$ cat src/rtl/hs32_fetch.sv
// Instruction fetch/prefetch stage: in-order ibus reads, a small instruction FIFO
// tagged with PCs, and flush handling that discards stale in-flight responses.
module hs32_fetch #(
  parameter int unsigned DEPTH    = 4,
  parameter int unsigned MAX_OUT  = 2,
  parameter logic [31:0] RESET_PC = 32'h0
) (
  input  logic        clk,
  input  logic        rstn,
  output logic        ibus_req_o,
  output logic [31:0] ibus_addr_o,
  input  logic        ibus_gnt_i,
  input  logic        ibus_rvalid_i,
  input  logic [31:0] ibus_rdata_i,
  input  logic        flush_i,
  input  logic [31:0] flush_pc_i,
  output logic        valid_o,
  output logic [31:0] instr_o,
  output logic [31:0] pc_o,
  input  logic        stall_i
);

  localparam int unsigned AW = $clog2(DEPTH);
  localparam int unsigned CW = $clog2(MAX_OUT + 1);
  localparam int unsigned OW = $clog2(DEPTH + 1);
  localparam int unsigned QW = (MAX_OUT > 1) ? $clog2(MAX_OUT) : 1;

  logic [31:0]   pc_q;
  logic          run_q;
  logic [CW-1:0] out_cnt;
  logic [CW-1:0] drop_cnt;
  logic [OW-1:0] occ;
  logic [AW-1:0] rd_ptr;
  logic [AW-1:0] wr_ptr;
  logic [31:0]   fifo_instr [DEPTH];
  logic [31:0]   fifo_pc    [DEPTH];
  logic [31:0]   addr_q     [MAX_OUT];
  logic [QW-1:0] aq_rd;
  logic [QW-1:0] aq_wr;

  logic issue;
  logic rsp;
  logic push;
  logic pop;

  // run_q holds the request low for the first cycle out of reset
  always_comb begin
    ibus_req_o  = run_q & ~flush_i
                & (32'(out_cnt) < MAX_OUT)
                & ((32'(occ) + 32'(out_cnt)) < DEPTH);
    ibus_addr_o = pc_q;
    issue       = ibus_req_o & ibus_gnt_i;
    rsp         = ibus_rvalid_i & (out_cnt != '0);
    push        = rsp & ~flush_i & (drop_cnt == '0);
    valid_o     = (occ != '0);
    pop         = valid_o & ~stall_i & ~flush_i;
    instr_o     = fifo_instr[rd_ptr];
    pc_o        = fifo_pc[rd_ptr];
  end

  always_ff @(posedge clk or negedge rstn) begin
    if (!rstn) begin
      pc_q     <= RESET_PC;
      run_q    <= 1'b0;
      out_cnt  <= '0;
      drop_cnt <= '0;
      occ      <= '0;
      rd_ptr   <= '0;
      wr_ptr   <= '0;
      aq_rd    <= '0;
      aq_wr    <= '0;
      for (int unsigned i = 0; i < DEPTH; i++) begin
        fifo_instr[i] <= '0;
        fifo_pc[i]    <= '0;
      end
      for (int unsigned i = 0; i < MAX_OUT; i++) begin
        addr_q[i] <= '0;
      end
    end else begin
      run_q   <= 1'b1;
      out_cnt <= out_cnt + CW'(issue) - CW'(rsp);

      // The address queue tracks every in-flight request, stale or not,
      // so it advances on all responses regardless of flush/drop.
      if (issue) begin
        addr_q[aq_wr] <= pc_q;
        aq_wr         <= (aq_wr == QW'(MAX_OUT - 1)) ? '0 : aq_wr + 1'b1;
        pc_q          <= pc_q + 32'd4;
      end
      if (rsp) begin
        aq_rd <= (aq_rd == QW'(MAX_OUT - 1)) ? '0 : aq_rd + 1'b1;
      end

      if (flush_i) begin
        occ      <= '0;
        rd_ptr   <= wr_ptr;
        pc_q     <= {flush_pc_i[31:2], 2'b00};
        drop_cnt <= out_cnt - CW'(rsp);
      end else begin
        if (push) begin
          fifo_instr[wr_ptr] <= ibus_rdata_i;
          fifo_pc[wr_ptr]    <= addr_q[aq_rd];
          wr_ptr             <= wr_ptr + 1'b1;
        end
        if (pop) begin
          rd_ptr <= rd_ptr + 1'b1;
        end
        occ <= occ + OW'(push) - OW'(pop);
        if (rsp && (drop_cnt != '0)) begin
          drop_cnt <= drop_cnt - 1'b1;
        end
      end
    end
  end

`ifndef SYNTHESIS
  a_rvalid_outstanding: assert property (
    @(posedge clk) disable iff (!rstn) ibus_rvalid_i |-> (out_cnt != '0));
`endif

endmodule
$ cat config.mk
export PLATFORM = sky130hd
export DESIGN_NAME = hs32_fetch
export DESIGN_NICKNAME = d
export VERILOG_FILES = /design/src/rtl/hs32_fetch.sv
export SDC_FILE = /design/constraint.sdc
export NUM_CORES = 1
export LEC_CHECK = 0
export ABC_CLOCK_PERIOD_IN_PS = 2800
export CORE_MARGIN = 4
export CORE_UTILIZATION = 37
export CTS_BUF_LIST = sky130_fd_sc_hd__clkbuf_8
export CTS_CLUSTER_SIZE = 16
export DETAILED_ROUTE_END_ITERATION = 8
export SLEW_MARGIN = 20
export SYNTH_ARGS = -nofsm -noshare
export SYNTH_HDL_FRONTEND = slang
export SYNTH_SLANG_ARGS = --single-unit
export TNS_END_PERCENT = 20
$ cat constraint.sdc
create_clock -name clk -period 2.8 [get_ports clk]
set_input_delay 0.56 -clock clk [delete_from_list [all_inputs] [get_ports clk]]
set_output_delay 0.56 -clock clk [all_outputs]
set_load 0.01 [all_outputs]
# ---- Word level (Yosys, flattened, before mapping)
# Index checks and enable logic that the tools add are counted.
# Widths: inputs -> output; s select.
dict set report word_totals {
  register_bits 366
  inputBits 70
  output_inout_bits 98
  elab_cells 90
}
dict set report op_classes {
  addsub 12
  magnitude_cmp 8
  muxes 25
  n_bitwise 15
  reduce_logical 11
}
# operator count
set op_table {}
lappend op_table {{$mux 32} 11}
lappend op_table {{$bwmux 128} 2}
lappend op_table {{$bmux 32 s2} 2}
lappend op_table {{$bwmux 64} 1}
lappend op_table {{$demux 32 s2} 1}
lappend op_table {{$add 32x3->32 const B} 1}
lappend op_table {{$demux 32 s1} 1}
lappend op_table {{$reduce_bool 2->1} 5}
lappend op_table {{$and 1x1->1} 9}
lappend op_table {{$mux 2} 4}
lappend op_table {{$ge 3x3->1 const B} 2}
lappend op_table {{$not 2->3} 2}
lappend op_table {{$add 2x1->2 const B} 2}
lappend op_table {{$add 3x2->4} 1}
lappend op_table {{$ge 2x2->1 const B} 2}
lappend op_table {{$lt 4x3->1 const B} 1}
lappend op_table {{$not 1->2} 2}
lappend op_table {{$sub 2x1->2} 2}
lappend op_table {{$add 3x1->3} 1}
lappend op_table {{$logic_and 1x1->1} 3}
lappend op_table {{$lt 3x1->1 const B} 1}
lappend op_table {{$mux 3} 1}
lappend op_table {{$reduce_bool 3->1} 1}
lappend op_table {{$sub 3x1->3} 1}
lappend op_table {{other kinds (9)} 12}

# ---- Longest topological paths before layout
# Gate-level depths: netlist (run 1).
dict set report depth {
  word_depth 7
  depth_mapped 12
  depth_no_buf 12
}

# ---- Worst setup path before layout (run 1)
# No wires, ideal clock.
dict set report synth_timing {
  path_type {input port to flip-flop}
  startpoint {input port ibus_rvalid_i}
  endpoint {register occ[2]}
  setup_time_ns 0.132
  arrival_time_ns 2.229
  required_ns 2.668
  setup_slack_ns 0.439
  path_stages 11
  path_buffers 0
  path_cell_list {o21ai_2 nor3b_4 inv_1 ha_1 inv_1 ha_1 inv_1 fa_1 xor2_1 xnor2_1 nor2_1}
}
dict set report synth_via {
  elab_chain_len 6
}
# item line_no
set synth_lines {}
lappend synth_lines {{start, declared} 13} ;# input logic ibus_rvalid_i,
lappend synth_lines {{$and 1x1->1} 53} ;# rsp = ibus_rvalid_i & (out_cnt != '0);
lappend synth_lines {{$and 1x1->1 (2 in series)} 54} ;# push = rsp & ~flush_i & (drop_cnt == '0);
lappend synth_lines {{$add 3x1->3} 108} ;# occ <= occ + OW'(push) - OW'(pop);
lappend synth_lines {{$sub 3x1->3} 108}
lappend synth_lines {{$mux 3} 94} ;# if (flush_i) begin
lappend synth_lines {{end signal, assigned} 108}
lappend synth_lines {{end, declared} 32} ;# logic [OW-1:0] occ;
# Every way passes these cells.
# A chain may end at the register's enable or synchronous reset.

# ---- Worst setup path after layout (run 1)
dict set report layout_timing {
  startpoint {register rd_ptr[0]}
  endpoint {output port pc_o[2]}
}
dict set report layout_via {
  elab_chain_len 4
}
# item line_no
set layout_lines {}
lappend layout_lines {{start, declared} 33} ;# logic [AW-1:0] rd_ptr;
lappend layout_lines {{start signal, assigned} 96} ;# rd_ptr <= wr_ptr;
lappend layout_lines {{start signal, assigned} 106} ;# rd_ptr <= rd_ptr + 1'b1;
lappend layout_lines {{$not 2->3 (not written as such)} 58} ;# pc_o = fifo_pc[rd_ptr];
lappend layout_lines {{$bmux 32 s2} 58}
lappend layout_lines {{$mux 32 (not written as such) (2 in series)} 58}
lappend layout_lines {{end, declared} 19} ;# output logic [31:0] pc_o,
# Every way passes these cells. The select of a mux whose other input is x is not followed.

==> results of run 1 <==
synthesized netlist by cell type (2+ instances only):
library cell	instances
o311ai_0	7
ha_1	12
a221o_1	3
a21o_1	6
or3_1	3
nand2_1	171
a22oi_1	2
o211ai_1	12
mux2i_1	31
buf_6	13
nor4_4	2
a31oi_1	6
buf_4	8
dfrtp_1	352
inv_1	18
o31ai_1	2
nand3_1	15
buf_2	21
conb_1	2
nor3_1	10
xor2_1	2
clkbuf_1	41
xnor2_1	10
nand4_1	14
o21ai_0	145
nor2_1	21
mux4_2	62
mux2_2	184
a21oi_1	9
sequential cells by signal, summed over array words and instances (netlist names):
name / cells
ibus_addr_o: 30
wr_ptr: 2
out_cnt: 2
fifo_pc: 120
run_q: 1
drop_cnt: 2
rd_ptr: 2
aq_rd: 1
fifo_instr: 128
aq_wr: 1
occ: 3
addr_q: 60
where the power goes:
group	internal, mW	switching (mW)
Clock	2.75	2.15
Combinational	3.75	3.02
Sequential	7.04	1.11
logic make-up (layout without fill, tap and decap cells):
logic type	Yosys count	in the layout	synth area share (%)
xor gates and xnor gates	12	12	0.672
AOI/OAI and AO/OA	198	198	7.15
other	2	5	0.0480
and+or+nand+nor	247	247	7.11
muxes	277	277	24.2
DFF	352	352	56.3
adders and majority gates	13	13	1.09
buffers and inverters	102	345	3.43
metrics by stage:
step                      std cells  area [sq um]  setup TNS (ns)
final                          1988         19400               0
after global routing           1988         19400          -0.218
after CTS                      1983         19400         -0.0794
after detailed placement       1858         18000               0
after global placement         1858         18000        -0.00106
after floorplan                1206         15600               0
worst paths after layout:
kind	from	endpoint	slack, ns	depth (start not counted)
hold reg to reg	fifo_pc[61]	fifo_pc[61]	0.47	2
hold / removal	rstn	fifo_pc[15]	0.42	2
min in group clk	fifo_pc[61]	fifo_pc[61]	0.47	2
setup reg to reg	drop_cnt[0]	occ[2]	0.51	12
max in group asynchronous	rstn	fifo_instr[71]	1.54	3
setup / recovery	rd_ptr[0]	pc_o[2]	0.06	4
critical path, cell delays in order (launching register included):
cell       delay (ns)
dfrtp_4          0.47
buf_6            0.15
bufbuf_16        0.29
mux4_2           0.50
buf_2            0.17
routing by layer:
metal  vias up  share of wire, %  global-route usage (%)
met4         0               2.2                    4.79
li1       4730                 -                       -
met2       294                45                    25.1
met5         -                 0                       0
met1      5188                48                    23.4
met3        61               5.5                    4.21
area by class of cell:
| class | count | share of cell area, % |
|---|---|---|
| clock inverters | 29 | 0.747 |
| flip-flops and latches | 352 | 45.4 |
| well taps | 539 | 3.47 |
| repair buffers | 212 | 11.3 |
| clock buffers | 86 | 6.09 |
| multi-input cells | 752 | 32.6 |
| inverters | 18 | 0.348 |
repair_timing:
item / in CTS / in global routing
pin swaps: 0 / 0
resized for setup: 134 / 41
setup endpoints to repair: 63 / 43
hold buffers: 1 / 0
cloned: 3 / 2
endpoints found under the hold margin: 28 / 0
setup buffers: 6 / 3
==> metrics, run 1 <==
WP data required=2.24 ns; post-route setup slack=between 0.05 and 0.06 ns; Power Total=19.8 mW; IO buf count=161; Synth top area share=56.3%; pre-CTS setup slack=0.00445 ns; largest net degree at the start of global routing=98; Vias/cell=a little over 5; Synth Flop Type=dfrtp_1; top cells by area, synth=dfrtp_1 56%, mux2_2 13%, mux4_2 8.9%; H-tree levels=3; initial drt markers=~600; top-level I/O count=168; die footprint=0.0456 sq mm; slew margin rel.=50.0%; worst-case clock buffer depth=3; Worst Skew=approximately 0.028 ns; Leak Pwr=8.97 nW; Syn. warnings=0; most common cell after layout, fill and taps aside=dfrtp_1; Tmin final=2.74 ns; Routed Wire Length=37,100 um; library cells used by synthesis=48; clk slew on worst S/H paths=0.06 ns; NumNets Final=approximately 1,500; vias in the first global route=10,800; share of cells above drive strength 1=30.7%; via count=slightly above 10,000; Startpoint Class=flip-flop; Initial Util=37.4%; remaining antenna violation count=0; gpl congestion=0.797; fill count=3,830; final setup fails=0; most frequent cells in the layout=348 x dfrtp_1, 184 x mux2_2, 167 x nand2_1; footprint of the multi-input gates=0.00633 sq mm; sequential share of the synthesized area=56.3%; antenna cell count=0; wire per inst=18.6 um; CTS tree=done; Root Buffer=clkbuf_8; global-route wire length before repair=~59,000 um; largest area contributor in the netlist=dfrtp_1; dpl hpwl=23,600 um; TritonRoute pass-1 iters=5; worst slew pin tran=0.745 ns; worst-path fanout max=7; syn avg cell area=13.0 sq um; fin crit share=97.9%; # clock sinks=352; FF+latch area=0.00882 sq mm; # rows=75; area of the core=0.0419 sq mm; Final Util=46.4%; PwrDens=1020 mW/mm^2; maximum VDD drop=slightly below 0.6 mV; Die W=214 um; Hold Slack=about 0.42 ns; Post-synth EDFFs=0; final number of hold-violating endpoints=0; Die Y=214 um; Max-cap violations=0; unrepaired setup endpoints after global routing=yes; initial antenna violation count=0; Synth async-reset ratio=100%; Slew Limit Fails=0; Area Growth Syn to Fin=24.2%; Critical Path AT=2.18 ns; GRT Util Overall=16.4%; Remaining DRCs=0; fmax=365 MHz; Yosys reg bits=352; Post-Syn Area=0.0156 sq mm; Worst setup EP type=output port; Cells after Synth=1,203; total CTS buffers=between 60 and 70; gr ovfl total=0; status=complete, no violations; insertion delay to the later sink of the worst-skew pair=0.60 ns; Worst Path Class, Setup=reg -> out; Hold WC Path Type=in -> async
Power figures use the tool's default switching activity.
==> inputs of run 2 (changes only) <==
--- a/config.mk
+++ b/config.mk
@@ -7,9 +7,8 @@
 export LEC_CHECK = 0
 export ABC_CLOCK_PERIOD_IN_PS = 2800
 export CORE_MARGIN = 4
-export CORE_UTILIZATION = 37
+export CORE_UTILIZATION = 38
 export CTS_BUF_LIST = sky130_fd_sc_hd__clkbuf_8
-export CTS_CLUSTER_SIZE = 16
 export DETAILED_ROUTE_END_ITERATION = 8
 export SLEW_MARGIN = 20
 export SYNTH_ARGS = -nofsm -noshare
==> run 2 against run 1 <==
Global-route usage grew 0.83 points. Sequential power is essentially flat. Non-clock buffer count grew 3. Setup slack lost 0.035 ns. Clock-buffer cell count shrank 10.
==> metrics, run 2 (synthesis results as in run 1) <==
final instance area=around 0.019 sq mm; largest registers=fifo_instr: 128 flops, fifo_pc: 120 flops, addr_q: 60 flops; IO buf count=161; gpl congestion=0.795; Worst setup EP type=output port; # clock sinks=352; CP Cell Sequence=buf_12 -> buf_12 -> buf_16 -> mux4_2 -> buf_6; Remaining DRCs=0; cell depth of the worst setup path=5; area of the core=about 0.041 sq mm; final number of hold-violating endpoints=0; R2R Path End=occ[2]; Critical Path AT=2.22 ns; Slew Limit Fails=0; worst-path fanout max=7; insertion delay to the later sink of the worst-skew pair=0.64 ns; slew margin rel.=49.5%; dpl hpwl=23,900 um; worst-case clock buffer depth=3; Worst Path Class, Setup=reg -> out; global-route wire length before repair=61,300 um; wire per inst=19.2 um; CP delay by family, top=buffers and inverters; Tmin final=between 2 and 3 ns; number of flip-flops in the largest register=128; Root Buffer=clkbuf_8; CTS tree=done; maximum VDD drop=0.437 mV; Routed Wire Length=38,000 um; die footprint=0.0445 sq mm; TNS Setup=0 ns; via count=10,200; largest net degree at the start of global routing=74; initial drt markers=615; final setup fails=0; TritonRoute pass-1 iters=5; critical path startpoint=rd_ptr[0]; fmax=360 MHz; unrepaired setup endpoints after global routing=yes; remaining antenna violation count=0; WP data required=2.24 ns; Critical Path Most Common Cell=buf_12; R2R depth=12; Worst Skew=0.0193 ns; R2R Path Start=drop_cnt[0]; vias in the first global route=between 10,000 and 15,000; flop2flop setup slack=between 0.5 and 0.6 ns; Die Y=211 um; Buf+Inv Stages, Crit Path=4; total CTS buffers=61; clk slew on worst S/H paths=0.06 ns; initial antenna violation count=0; Max-cap violations=0; worst slew pin tran=0.751 ns; Hold WC Path Type=in -> reg; placed instance area=0.0180 sq mm; Placed Cells incl. Taps=1,856; top-level I/O count=168; Hold Slack=0.459 ns; gr ovfl total=0; GRT Util Overall=between 10% and 20%; Initial Util=between 30% and 40%; # rows=74; worst setup path end=instr_o[18]; most common cell after layout, fill and taps aside=dfrtp_1; slowest stage delay, CP=0.51 ns; antenna cell count=0; share of cells above drive strength 1=32.2%; fin crit share=99.2%; Power Total=19.7 mW; Crit-path slowest cell=dfrtp_4; status=complete, no violations; Leak Pwr=9.00 nW; most frequent cells in the layout=348 x dfrtp_1, 184 x mux2_2, 167 x nand2_1; Vias/cell=5.18; non-filler cells, final=around 2,000; Startpoint Class=flip-flop; PwrDens=a little over 1000 mW/mm^2; H-tree levels=2; Area Growth Syn to Fin=23.8%; Die W=roughly 210 um; NumNets Final=roughly 1,500; Biggest register=fifo_instr
==> run 2: cell types whose count changed in the layout (fill, tap and decap cells not counted), moves of 3 or more <==
cell / delta
clkdlybuf4s15_1: -27
buf_6: +26
buf_2: +18
clkbuf_2: -12
clkbuf_8: -10
inv_1: +5
buf_16: +4
clkdlybuf4s15_2: -3
dlygate4sd2_1: -3
==> run 2: repair_timing <==
item,in CTS,in global routing
cloned,6,0
endpoints found under the setup margin,63,54
buffers inserted,7,0
endpoints found under the hold margin,64,0
resized for setup,264,20
hold buffers,1,0
==> run 2: power by group <==
| part | internal (mW) | switching [mW] | total, mW |
|---|---|---|---|
| Combinational | 3.95 | 3.13 | 7.08 |
| Clock | 2.42 | 2.09 | 4.51 |
| Sequential | 7.04 | 1.09 | 8.13 |
==> run 2: stage by stage <==
| stage | setup WS (ns) | utilization, % |
|---|---|---|
| 3_3_place_gp | 0.0130 | 44.2 |
| 3_5_place_dp | 0.0159 | 44.2 |
| 5_1_grt | -0.0750 | 47.5 |
| 2_1_floorplan | 0.439 | - |
| 4_1_cts | -0.0942 | 47.5 |
| 6_report | 0.0228 | 47.5 |
==> run 2: final cells by class <==
type / count / area (sq um)
clock buffer: 76 / 1050
clock inverter: 30 / 140
fill: 3708 / 21400
inverter: 18 / 67.6
multi-input combinational: 752 / 6330
sequential: 352 / 8820
tap: 532 / 666
timing repair buffer: 215 / 2280
==> run 2: worst min-delay path by stage <==
stage | end | slack, ns | from | depth (start not counted)
2_1_floorplan | addr_q[10] | 0.26 | rstn | 0
3_3_place_gp | aq_rd | 0.46 | aq_rd | 1
3_5_place_dp | aq_rd | 0.46 | aq_rd | 1
4_1_cts | ibus_addr_o[7] | 0.40 | flush_pc_i[7] | 3
5_1_grt | ibus_addr_o[7] | 0.44 | flush_pc_i[7] | 3
6_report | ibus_addr_o[7] | 0.46 | flush_pc_i[7] | 3
==> run 2: worst min-delay path, stage by stage <==
cell and delay (ns):
clkdlybuf4s50_1 0.39, nand2_1 0.06, o21ai_1 0.05
==> run 2: layer usage <==
| layer | up-vias | global-route usage [%] | wire [um] |
|---|---|---|---|
| li1 | 4724 | - | - |
| met1 | 5179 | 24.8 | 17800 |
| met2 | 275 | 26.2 | 17000 |
| met3 | 61 | 4.49 | 2460 |
| met4 | 0 | 4.83 | 762 |
| met5 | - | 0 | 0 |
